`config.mk`:
```
export PLATFORM = sky130hd
export DESIGN_NAME = mem_lane_unit
export DESIGN_NICKNAME = d
export VERILOG_FILES = /design/src/rtl/mem_lane_unit.sv
export SDC_FILE = /design/constraint.sdc
export NUM_CORES = 1
export LEC_CHECK = 0
export ABC_AREA = 1
export BUFFER_PORTS_ARGS = -buffer_cell sky130_fd_sc_hd__buf_2
export CORE_MARGIN = 4
export CORE_UTILIZATION = 25
export CTS_CLUSTER_DIAMETER = 200
export DETAILED_ROUTE_END_ITERATION = 16
export HOLD_SLACK_MARGIN = 0.02
export SETUP_SLACK_MARGIN = 0.1
export SLEW_MARGIN = 20
export SYNTH_ARGS = -nofsm -noshare
export SYNTH_HDL_FRONTEND = slang
export SYNTH_SLANG_ARGS = --single-unit
```
`constraint.sdc`:
```
create_clock -name clk -period 2.1 [get_ports clk]
set_input_delay 0.315 -clock clk [delete_from_list [all_inputs] [get_ports clk]]
set_output_delay 0.315 -clock clk [all_outputs]
set_load 0.02 [all_outputs]
```
`src/rtl/mem_lane_unit.sv`:
```
// Load/store lane steering between the MIPS execute stage and an Avalon-MM data bus.
// Build option MEM_LANE_SPLIT_EN: misaligned/spanning H/W accesses run as two bus beats.
module mem_lane_unit #(
  parameter int DATA_WIDTH = 32
) (
  input  logic                    clk,
  input  logic                    reset,
  input  logic                    req_valid,
  output logic                    req_ready,
  input  logic [5:0]              req_opcode,
  input  logic [31:0]             req_addr,
  input  logic [31:0]             req_rt,
  output logic                    rsp_valid,
  output logic [31:0]             rsp_data,
  output logic                    rsp_err,
  output logic [31:0]             avm_address,
  output logic                    avm_read,
  output logic                    avm_write,
  output logic [DATA_WIDTH/8-1:0] avm_byteenable,
  output logic [DATA_WIDTH-1:0]   avm_writedata,
  input  logic [DATA_WIDTH-1:0]   avm_readdata,
  input  logic                    avm_waitrequest,
  output logic [1:0]              dbg_state
);
  localparam int BE_WIDTH = DATA_WIDTH / 8;
  localparam int OFS = $clog2(BE_WIDTH);
`ifdef MEM_LANE_SPLIT_EN
  localparam int NBEAT = 2;
`else
  localparam int NBEAT = 1;
`endif

  localparam logic [5:0] OP_LB = 6'h20, OP_LH = 6'h21, OP_LWL = 6'h22, OP_LW = 6'h23;
  localparam logic [5:0] OP_LBU = 6'h24, OP_LHU = 6'h25, OP_LWR = 6'h26;
  localparam logic [5:0] OP_SB = 6'h28, OP_SH = 6'h29, OP_SW = 6'h2B;

  typedef enum logic [1:0] {S_IDLE, S_BEAT1, S_BEAT2, S_RESP} state_t;
  state_t state, state_d;

  logic [5:0]  op_q, cur_op;
  logic [31:0] addr_q, rt_q, cur_addr, cur_rt;
  logic is_lb, is_lbu, is_lh, is_lhu, is_lw, is_lwl, is_lwr, is_sb, is_sh, is_sw;
  logic is_load, is_store, misaligned, accept_err;
  logic [OFS-1:0] offset;
  int off_i, k_i, wbase_i, size_i;
  logic [NBEAT*BE_WIDTH-1:0]   lane_mask, wide_be;
  logic [NBEAT*DATA_WIDTH-1:0] wide_wd;
  logic [31:0] rt_sized, word, raw_next, result;
  logic [DATA_WIDTH-1:0] rd_shift;
  logic [31:0] addr_d;
  logic rd_d, wr_d, rsp_err_d;
  logic [BE_WIDTH-1:0] be_d;
  logic [DATA_WIDTH-1:0] wd_d;
  logic [31:0] rsp_data_d;
`ifdef MEM_LANE_SPLIT_EN
  logic spans;
  logic [31:0] raw_q;
`endif

  // In IDLE the request ports are decoded directly; afterwards the latched copy is used.
  always_comb begin
    cur_op   = (state == S_IDLE) ? req_opcode : op_q;
    cur_addr = (state == S_IDLE) ? req_addr : addr_q;
    cur_rt   = (state == S_IDLE) ? req_rt : rt_q;
  end

  assign is_lb  = (cur_op == OP_LB);
  assign is_lbu = (cur_op == OP_LBU);
  assign is_lh  = (cur_op == OP_LH);
  assign is_lhu = (cur_op == OP_LHU);
  assign is_lw  = (cur_op == OP_LW);
  assign is_lwl = (cur_op == OP_LWL);
  assign is_lwr = (cur_op == OP_LWR);
  assign is_sb  = (cur_op == OP_SB);
  assign is_sh  = (cur_op == OP_SH);
  assign is_sw  = (cur_op == OP_SW);
  assign is_load  = is_lb | is_lbu | is_lh | is_lhu | is_lw | is_lwl | is_lwr;
  assign is_store = is_sb | is_sh | is_sw;
  assign offset   = cur_addr[OFS-1:0];

  always_comb begin
    off_i   = int'(offset);
    k_i     = int'(cur_addr[1:0]);
    wbase_i = off_i & ~3;
    size_i  = (is_lb | is_lbu | is_sb) ? 1 : (is_lh | is_lhu | is_sh) ? 2 : 4;
    misaligned = ((is_lh | is_lhu | is_sh) && offset[0]) ||
                 ((is_lw | is_sw) && (cur_addr[1:0] != 2'b00));
`ifdef MEM_LANE_SPLIT_EN
    spans = (off_i + size_i) > BE_WIDTH;
    accept_err = !(is_load | is_store);
`else
    accept_err = !(is_load | is_store) || misaligned;
`endif
    // LWL/LWR touch only their own word; other accesses use a contiguous size mask.
    if (is_lwl) begin
      lane_mask = (NBEAT*BE_WIDTH)'((2 << k_i) - 1);
      wide_be   = lane_mask << wbase_i;
    end else if (is_lwr) begin
      lane_mask = (NBEAT*BE_WIDTH)'((15 << k_i) & 15);
      wide_be   = lane_mask << wbase_i;
    end else begin
      lane_mask = (NBEAT*BE_WIDTH)'((1 << size_i) - 1);
      wide_be   = lane_mask << off_i;
    end
    case (size_i)
      1:       rt_sized = {24'b0, cur_rt[7:0]};
      2:       rt_sized = {16'b0, cur_rt[15:0]};
      default: rt_sized = cur_rt;
    endcase
    wide_wd = is_store ? ((NBEAT*DATA_WIDTH)'(rt_sized) << (8 * off_i)) : '0;
  end

  // Beat data assembly: beat 1 supplies the low result bytes, beat 2 the rest.
  always_comb begin
    word     = 32'(avm_readdata >> (8 * wbase_i));
    rd_shift = avm_readdata >> (8 * off_i);
    if (is_lwl || is_lwr) raw_next = word;
    else                  raw_next = 32'(rd_shift);
`ifdef MEM_LANE_SPLIT_EN
    if (state == S_BEAT2)
      raw_next = raw_q | 32'(avm_readdata << (8 * (BE_WIDTH - off_i)));
`endif
    result = '0;
    if (is_lb)       result = {{24{raw_next[7]}}, raw_next[7:0]};
    else if (is_lbu) result = {24'b0, raw_next[7:0]};
    else if (is_lh)  result = {{16{raw_next[15]}}, raw_next[15:0]};
    else if (is_lhu) result = {16'b0, raw_next[15:0]};
    else if (is_lw)  result = raw_next;
    else if (is_lwl) result = (raw_next << (8 * (3 - k_i))) |
                              (cur_rt & (32'hFFFF_FFFF >> (8 * (k_i + 1))));
    else if (is_lwr) result = (raw_next >> (8 * k_i)) |
                              (cur_rt & ~(32'hFFFF_FFFF >> (8 * k_i)));
  end

  always_comb begin
    state_d = state;
    case (state)
      S_IDLE:  if (req_valid) state_d = accept_err ? S_RESP : S_BEAT1;
      S_BEAT1: if (!avm_waitrequest) begin
`ifdef MEM_LANE_SPLIT_EN
        state_d = spans ? S_BEAT2 : S_RESP;
`else
        state_d = S_RESP;
`endif
      end
      S_BEAT2: if (!avm_waitrequest) state_d = S_RESP;
      default: state_d = S_IDLE;
    endcase
  end

  // Next values of the registered bus/response outputs; they move only on state entry or beat completion.
  always_comb begin
    addr_d     = avm_address;
    rd_d       = avm_read;
    wr_d       = avm_write;
    be_d       = avm_byteenable;
    wd_d       = avm_writedata;
    rsp_data_d = '0;
    rsp_err_d  = 1'b0;
    case (state)
      S_IDLE: if (req_valid) begin
        if (accept_err) begin
          rsp_err_d = 1'b1;
        end else begin
          addr_d = {cur_addr[31:OFS], {OFS{1'b0}}};
          rd_d   = is_load;
          wr_d   = is_store;
          be_d   = wide_be[BE_WIDTH-1:0];
          wd_d   = wide_wd[DATA_WIDTH-1:0];
        end
      end
      S_BEAT1: if (!avm_waitrequest) begin
`ifdef MEM_LANE_SPLIT_EN
        if (spans) begin
          addr_d = avm_address + 32'(BE_WIDTH);
          be_d   = wide_be[2*BE_WIDTH-1:BE_WIDTH];
          wd_d   = wide_wd[2*DATA_WIDTH-1:DATA_WIDTH];
        end else
`endif
        begin
          rd_d = 1'b0; wr_d = 1'b0; be_d = '0; wd_d = '0;
          rsp_data_d = result;
        end
      end
`ifdef MEM_LANE_SPLIT_EN
      S_BEAT2: if (!avm_waitrequest) begin
        rd_d = 1'b0; wr_d = 1'b0; be_d = '0; wd_d = '0;
        rsp_data_d = result;
      end
`endif
      default: ;
    endcase
  end

  always_ff @(posedge clk) begin
    if (reset) begin
      state          <= S_IDLE;
      op_q           <= '0;
      addr_q         <= '0;
      rt_q           <= '0;
      avm_address    <= '0;
      avm_read       <= 1'b0;
      avm_write      <= 1'b0;
      avm_byteenable <= '0;
      avm_writedata  <= '0;
      rsp_data       <= '0;
      rsp_err        <= 1'b0;
`ifdef MEM_LANE_SPLIT_EN
      raw_q          <= '0;
`endif
    end else begin
      state          <= state_d;
      avm_address    <= addr_d;
      avm_read       <= rd_d;
      avm_write      <= wr_d;
      avm_byteenable <= be_d;
      avm_writedata  <= wd_d;
      rsp_data       <= rsp_data_d;
      rsp_err        <= rsp_err_d;
      if (state == S_IDLE && req_valid) begin
        op_q   <= req_opcode;
        addr_q <= req_addr;
        rt_q   <= req_rt;
      end
`ifdef MEM_LANE_SPLIT_EN
      if (state == S_BEAT1 && !avm_waitrequest) raw_q <= raw_next;
`endif
    end
  end

  assign req_ready = (state == S_IDLE) && !reset;
  assign rsp_valid = (state == S_RESP);
  assign dbg_state = state;
endmodule
```
==> results of run 1 <==
## cells by family (layout without fill, tap and decap cells)
family / after synthesis / count (layout) / share of synthesized area
fa+ha+maj: 3 / 3 / 0.00360
compound gates: 331 / 331 / 0.173
other cells: 1 / 12 / 0.000360
simple gates: 922 / 922 / 0.371
mux: 30 / 30 / 0.0288
flops: 173 / 173 / 0.332
buf+inv: 224 / 628 / 0.0915
## power by group through the flow
stage	Clock [mW]	Combinational, mW	Sequential [mW]
after detailed placement	0	11.3	4.00
after global placement	0	11.2	4.00
after floorplan	0	6.29	4.21
after global routing	3.45	16.2	4.02
final	3.24	15.2	3.97
after CTS	3.32	12.6	3.96
## critical path, delay by kind of cell, from the launching register on
| kind | cells | cell delay (ns) |
|---|---|---|
| adder cells (fa/ha/maj) | 1 | 0.19 |
| flip-flops | 1 | 0.36 |
| AND/OR/NAND/NOR | 14 | 1.10 |
| buffers and inverters | 6 | 0.73 |
| AO/OA/AOI/OAI | 1 | 0.05 |
## stage by stage
step | instance area (um2) | instances | hold slack, ns | util | total power, mW
final | 17200 | 2631 | 0.103 | 0.420 | 22.4
after CTS | 15200 | 2587 | 0.0853 | 0.370 | 19.8
after global routing | 17200 | 2625 | 0.0928 | 0.419 | 23.7
after floorplan | 10500 | 1685 | 0.429 | - | 10.5
after global placement | 13500 | 2523 | 0.443 | 0.330 | 15.2
after detailed placement | 13500 | 2523 | 0.447 | 0.330 | 15.3
## area by class of cell
cell class | instances | area share
well taps | 532 | 0.0387
diodes | 10 | 0.00145
clock inverters | 14 | 0.0100
repair buffers | 492 | 0.236
inverters | 104 | 0.0235
multi-input cells | 1288 | 0.463
clock buffers | 18 | 0.0255
flip-flops and latches | 173 | 0.202
## flip-flops by register name, summed over array words and instances, names as in the netlist
signal	count
avm_write	1
dbg_state	2
rsp_err	1
addr_q	32
rt_q	32
avm_writedata	32
op_q	6
avm_read	1
avm_byteenable	4
rsp_data	32
avm_address	30
## metal layers
metal	up-vias	part of all wire	track usage
met5	-	0.0023	0
met4	20	0.030	0.0588
met3	120	0.084	0.0565
met2	526	0.47	0.341
met1	6297	0.42	0.266
li1	6370	-	-
## synth_stat cells, types with 8 or more instances
cell type / n
nor4_1: 8
nand2_1: 608
dfxtp_1: 173
nand4_1: 12
a31oi_1: 14
nand3_1: 204
buf_2: 33
clkbuf_1: 67
a211oi_1: 21
inv_1: 97
mux2i_1: 30
o21ai_0: 104
o211ai_1: 9
a21oi_1: 172
nor3_1: 10
nor2_1: 60
## repair_timing
action,4_1_cts,5_1_grt
endpoints found under the setup margin,103,104
gates cloned,10,12
buffers inserted,22,28
pin swaps,20,95
resized for setup,167,371
## path summary, 6_finish.rpt
path,startpoint,to,slack (ns),depth (start not counted)
worst max-delay path,dbg_state[0]$_SDFFE_PP0P_,rsp_data[16]$_SDFF_PP0_,-0.43,22
worst min register to register,avm_writedata[6]$_SDFFE_PP0P_,avm_writedata[6]$_SDFFE_PP0P_,0.46,2
worst max register to register,dbg_state[0]$_SDFFE_PP0P_,rsp_data[16]$_SDFF_PP0_,-0.43,22
worst min-delay path,req_addr[9],addr_q[9]$_SDFFE_PP0P_,0.10,3
## cell usage in the layout, fill, tap and decap left out, types with 24 or more instances in the layout
cell | netlist | routed
nand2_1 | 608 | 473
buf_2 | 33 | 209
buf_4 | 6 | 193
dfxtp_1 | 173 | 171
a21oi_1 | 172 | 120
nand3_1 | 204 | 104
nand2_2 | 5 | 97
inv_1 | 97 | 86
o21ai_0 | 104 | 61
nand3_2 | 0 | 60
nor2_1 | 60 | 54
a21oi_2 | 0 | 51
nand3_4 | 1 | 41
buf_6 | 6 | 36
nand2_4 | 3 | 30
mux2i_1 | 30 | 30
buf_12 | 0 | 30
clkbuf_16 | 0 | 28
o21ai_1 | 1 | 24
==> flow_summary.toml, run 1 <==
[run]
drv_cap = 0

[clocking]
cts_tree = "done"
clk_pin_slew_ns = 0.08
cts_buffers = 17
cts_root_buffer = "clkbuf_16"
clock_latency_ns = 0.46
cts_buffer_depth = 2
ctsHoldBuffers = 0
cts_sinks = 173
htreeDepth = 4

[worst_setup_path]
cp_slowest_cell = "dfxtp_4"
crit_required_ns = 2.44
critical_path_arrival_ns = 2.88
cp_max_fo = 7
criticalPathCategory = "flip-flop to flip-flop"
crit_chain = "inv_4, ha_4, buf_12, nand2_4, nand2_4, nor2_4, inv_2, nor2_4, buf_12, buf_16, buf_12, nand2_8, nand3_2, nand2_2, nand2_1, nand2_1, nand2_1, nand2_1, nand2_1, nand2_1, nand2_1, a21oi_1"
startpoint_type = "flip-flop"
critPathMaxStageDelay_ns = 0.36
crit_path_end_kind = "flip-flop"
crit_top_cell = "nand2_1"

[sta]
hold_viol = 0
rsz0062_at_grt = "yes"
tightest_slew_ns = 0.716
period_needed_ns = 2.53
setup_viol = 102
slew_headroom = 0.523
max_freq_ghz = 0.395
tns_ns = -33.73
fin_crit_sh = 1.21
slew_viol_final = 0
fin_ws_ns = -0.435
fin_skew_ns = 0.0165

[pwr]
switching_power_mw = 10.7
p_sw_frac = 0.478
power.density_nw_per_um2 = 1300
p_clk_frac = 0.144
power.share.combinational = 0.679
intPower_mw = 11.7
leakagePower_nw = 7.83
seq_power_share = 0.177
peakVddDrop_v = 0.000686

[logic_synthesis]
synth_top_area_cell = "dfxtp_1"
synthCells = 1684
synth_top_cells_by_area = "dfxtp_1, nand2_1, nand3_1, a21oi_1, o21ai_0"
synth-edff-count = 0
synth_top_cell_area_share = 0.332
syn_area_per_cell_um2 = 6.19
ys_ff_latch = 173
synth.distinct_cells = 38
ys_seq_area_frac = 0.332
ys.warnings.count = 0
ys.flop_type = "dfxtp_1"
async_flop_share = 0
synth_area_um2 = 10400

[drt]
vias = 13300
vias_per_cell = 5.07
antenna_left = 0
dr.pass1.iters = 5
wirelength_um = 50600
drc = 0
first_iter_violations = 1018
routedWlPerCell_um = 19.2

[die]
die_h_um = 212
rows = 74
dieWidth_um = 212
core_um2 = 41000
initial_utilization = 0.254
die_area_um2 = 45000
io_pins = 213

[status]
violations = "setup timing"
status = "finished, violations left"

[place]
io_buffers = 210
place.gp.congestion = 0.972
dp_slack_ns = -0.501
hpwl_um = 35400

[finish]
fillCellCount = 4144
drive_gt1_frac = 0.427
fin_nets = 2185
register_area_um2 = 3470
multiInputGateArea_um2 = 7970
area_delta_synth_final_pct = 65.2

[global_routing]
grt_usage = 0.207
grt_max_degree = 60
grt_pass1_vias = 12300
overflow = 0
grt_pass1_wl_um = 71800
antenna_found_initial = 17

[worst_hold_path]
min_path_type = "input port to flip-flop"
(Power assumes the default switching activity.)
==> inputs of run 2 (changes only) <==
--- a/config.mk
+++ b/config.mk
@@ -7,6 +7,7 @@
 export LEC_CHECK = 0
 export ABC_AREA = 1
 export BUFFER_PORTS_ARGS = -buffer_cell sky130_fd_sc_hd__buf_2
+export CAP_MARGIN = 20
 export CORE_MARGIN = 4
 export CORE_UTILIZATION = 25
 export CTS_CLUSTER_DIAMETER = 200
==> constraint.sdc (replaced) <==
create_clock -name clk -period 3 [get_ports clk]
set_input_delay 0.45 -clock clk [delete_from_list [all_inputs] [get_ports clk]]
set_output_delay 0.45 -clock clk [all_outputs]
set_load 0.02 [all_outputs]
==> run 2 against run 1 <==
Routed wire length down 8.9%; die area unchanged; register-to-register slack better by 0.74 ns; global-route usage down 0.98 points; sequential power down 31%; first-iteration DRC count down 12%; the flow now finishes without violations; setup slack better by 0.74 ns; combinational power down 55%.
==> flow_summary.toml, run 2 (synthesis results as in run 1) <==
[worst_setup_path]
crit_path_end_kind = "flip-flop"
criticalPathCategory = "flip-flop to flip-flop"
reg2reg_slack_ns = 0.30
critical_path_arrival_ns = 3.00
startpoint_type = "flip-flop"
timing.rr.start = "dbg_state[0]$_SDFFE_PP0P_"
crit_required_ns = 3.30
rr_worst_depth = 18
reg2reg_to = "rsp_data[27]$_SDFF_PP0_"
cp_max_fo = 11

[sta]
hold_viol = 0
slew_headroom = 0.469
tightest_slew_ns = 0.796
period_needed_ns = 2.70
rsz0062_at_grt = "yes"
fin_skew_ns = 0.0173
fin_crit_sh = 0.899
hold_ws_ns = 0.232
max_freq_ghz = 0.371
slew_viol_final = 0
tns_ns = 0
setup_viol = 0

[finish]
fin_area_um2 = 13000
area_delta_synth_final_pct = 25.1
fillCellCount = 4591
drive_gt1_frac = 0.190
mostFrequentLayoutCell = "nand2_1"
fin_nets = 1979
final_cell_mix = "nand2_1, buf_2, nand3_1"

[drt]
first_iter_violations = 894
drc = 0
wirelength_um = 46100
dr.pass1.iters = 8
antenna_left = 0
vias = 12300
vias_per_cell = 5.07
routedWlPerCell_um = 19.0

[die]
core_um2 = 41000
initial_utilization = 0.254
die_h_um = 212
io_pins = 213
dieWidth_um = 212
die_area_um2 = 45000
rows = 74

[pwr]
p_sw_frac = 0.505
intPower_mw = 5.86
power_mw = 11.8
switching_power_mw = 5.97
leakagePower_nw = 6.17
seq_power_share = 0.232
p_clk_frac = 0.192
power.density_nw_per_um2 = 908
peakVddDrop_v = 0.000444
power.share.combinational = 0.576

[place]
io_buffers = 210
hpwl_um = 34400
dpl_cell_area_um2 = 12300
place.gp.congestion = 0.942

[worst_hold_path]
holdPathEnd = "addr_q[6]$_SDFFE_PP0P_"
min_path_type = "input port to flip-flop"
hp-start = "req_addr[6]"
whs_path_depth = 3

[clocking]
cts_tree = "done"
clk_pin_slew_ns = 0.08
ctsHoldBuffers = 0
htreeDepth = 4
cts_sinks = 173
clock_latency_ns = 0.46
cts_root_buffer = "clkbuf_16"
cts_buffers = 17
cts_buffer_depth = 2

[status]
status = "finished, final reports clean"

[global_routing]
antenna_found_initial = 14
grt_max_degree = 60
grt_pass1_vias = 11800
grt_pass1_wl_um = 68800
overflow = 0
grt_usage = 0.197

[run]
drv_cap = 0
## run 2: changes by cell type in the layout (fill, tap and decap cells not counted), sizes merged
cell,change
inv,-1
diode,-4
clkinvlp,+2
clkbuf,-10
buf,-197
## run 2: final cells by class
type / instances / area, um2 / share of cell area
antenna: 6 / 15.0 / 0.00115
inverter: 104 / 402 / 0.0308
timing repair buffer: 286 / 1810 / 0.139
tap: 532 / 666 / 0.0510
clock inverter: 15 / 174 / 0.0133
sequential: 173 / 3460 / 0.266
clock buffer: 17 / 425 / 0.0326
multi-input combinational: 1288 / 6090 / 0.467
## run 2: worst max path at each step
stage | from | end | cells after the start
2_1_floorplan | dbg_state[0]$_SDFFE_PP0P_ | avm_byteenable[0]$_SDFFE_PP0P_ | 16
3_3_place_gp | dbg_state[0]$_SDFFE_PP0P_ | rsp_data[18]$_SDFF_PP0_ | 18
3_5_place_dp | dbg_state[1]$_SDFFE_PP0P_ | avm_writedata[7]$_SDFFE_PP0P_ | 14
4_1_cts | dbg_state[1]$_SDFFE_PP0P_ | avm_writedata[9]$_SDFFE_PP0P_ | 14
5_1_grt | dbg_state[0]$_SDFFE_PP0P_ | rsp_data[18]$_SDFF_PP0_ | 21
6_report | dbg_state[0]$_SDFFE_PP0P_ | rsp_data[27]$_SDFF_PP0_ | 18
## run 2: per-layer routing
layer,vias to the layer above,part of all wire,global-route usage,routed length [um]
met5,-,0.0022,0,103
met4,14,0.033,0.0660,1520
met3,84,0.087,0.0584,3990
met2,507,0.45,0.317,20800
met1,5728,0.43,0.253,19700
li1,5930,-,-,-
## run 2: power by group through the flow
stage                     clock (mW)  sequential (mW)  combinational, mW
after floorplan                    0             2.94               4.30
after global placement             0             2.79               6.53
after detailed placement           0             2.80               6.56
after CTS                       2.31             2.75               6.58
after global routing            2.42             2.79               7.50
final                           2.27             2.75               6.81
## run 2: critical path: stages, from the launching register on
cell and delay [ns]:
dfxtp_1 0.32, inv_1 0.11, ha_4 0.20, inv_2 0.08, buf_4 0.18, nand2_1 0.13, nand2_4 0.15, buf_4 0.17
nor2_1 0.13, inv_1 0.10, buf_4 0.18, nand2_1 0.13, o21ai_0 0.11, a21oi_1 0.13, nand2_1 0.07, nand2_1 0.14
nand2_1 0.08, nand2_1 0.06, a21oi_1 0.07
## run 2: timing repair
action / in CTS / in global routing
buffers inserted: 0 / 5
setup endpoints to repair: 0 / 70
resized for setup: 0 / 15
## run 2: through the flow
stage                     std cells   util  worst slack (ns)
after CTS                      2408  0.314             0.118
after global routing           2417  0.318            0.0565
after global placement         2376  0.299             0.194
after detailed placement       2376  0.299             0.139
after floorplan                1685      -             0.516
final                          2421  0.318             0.303
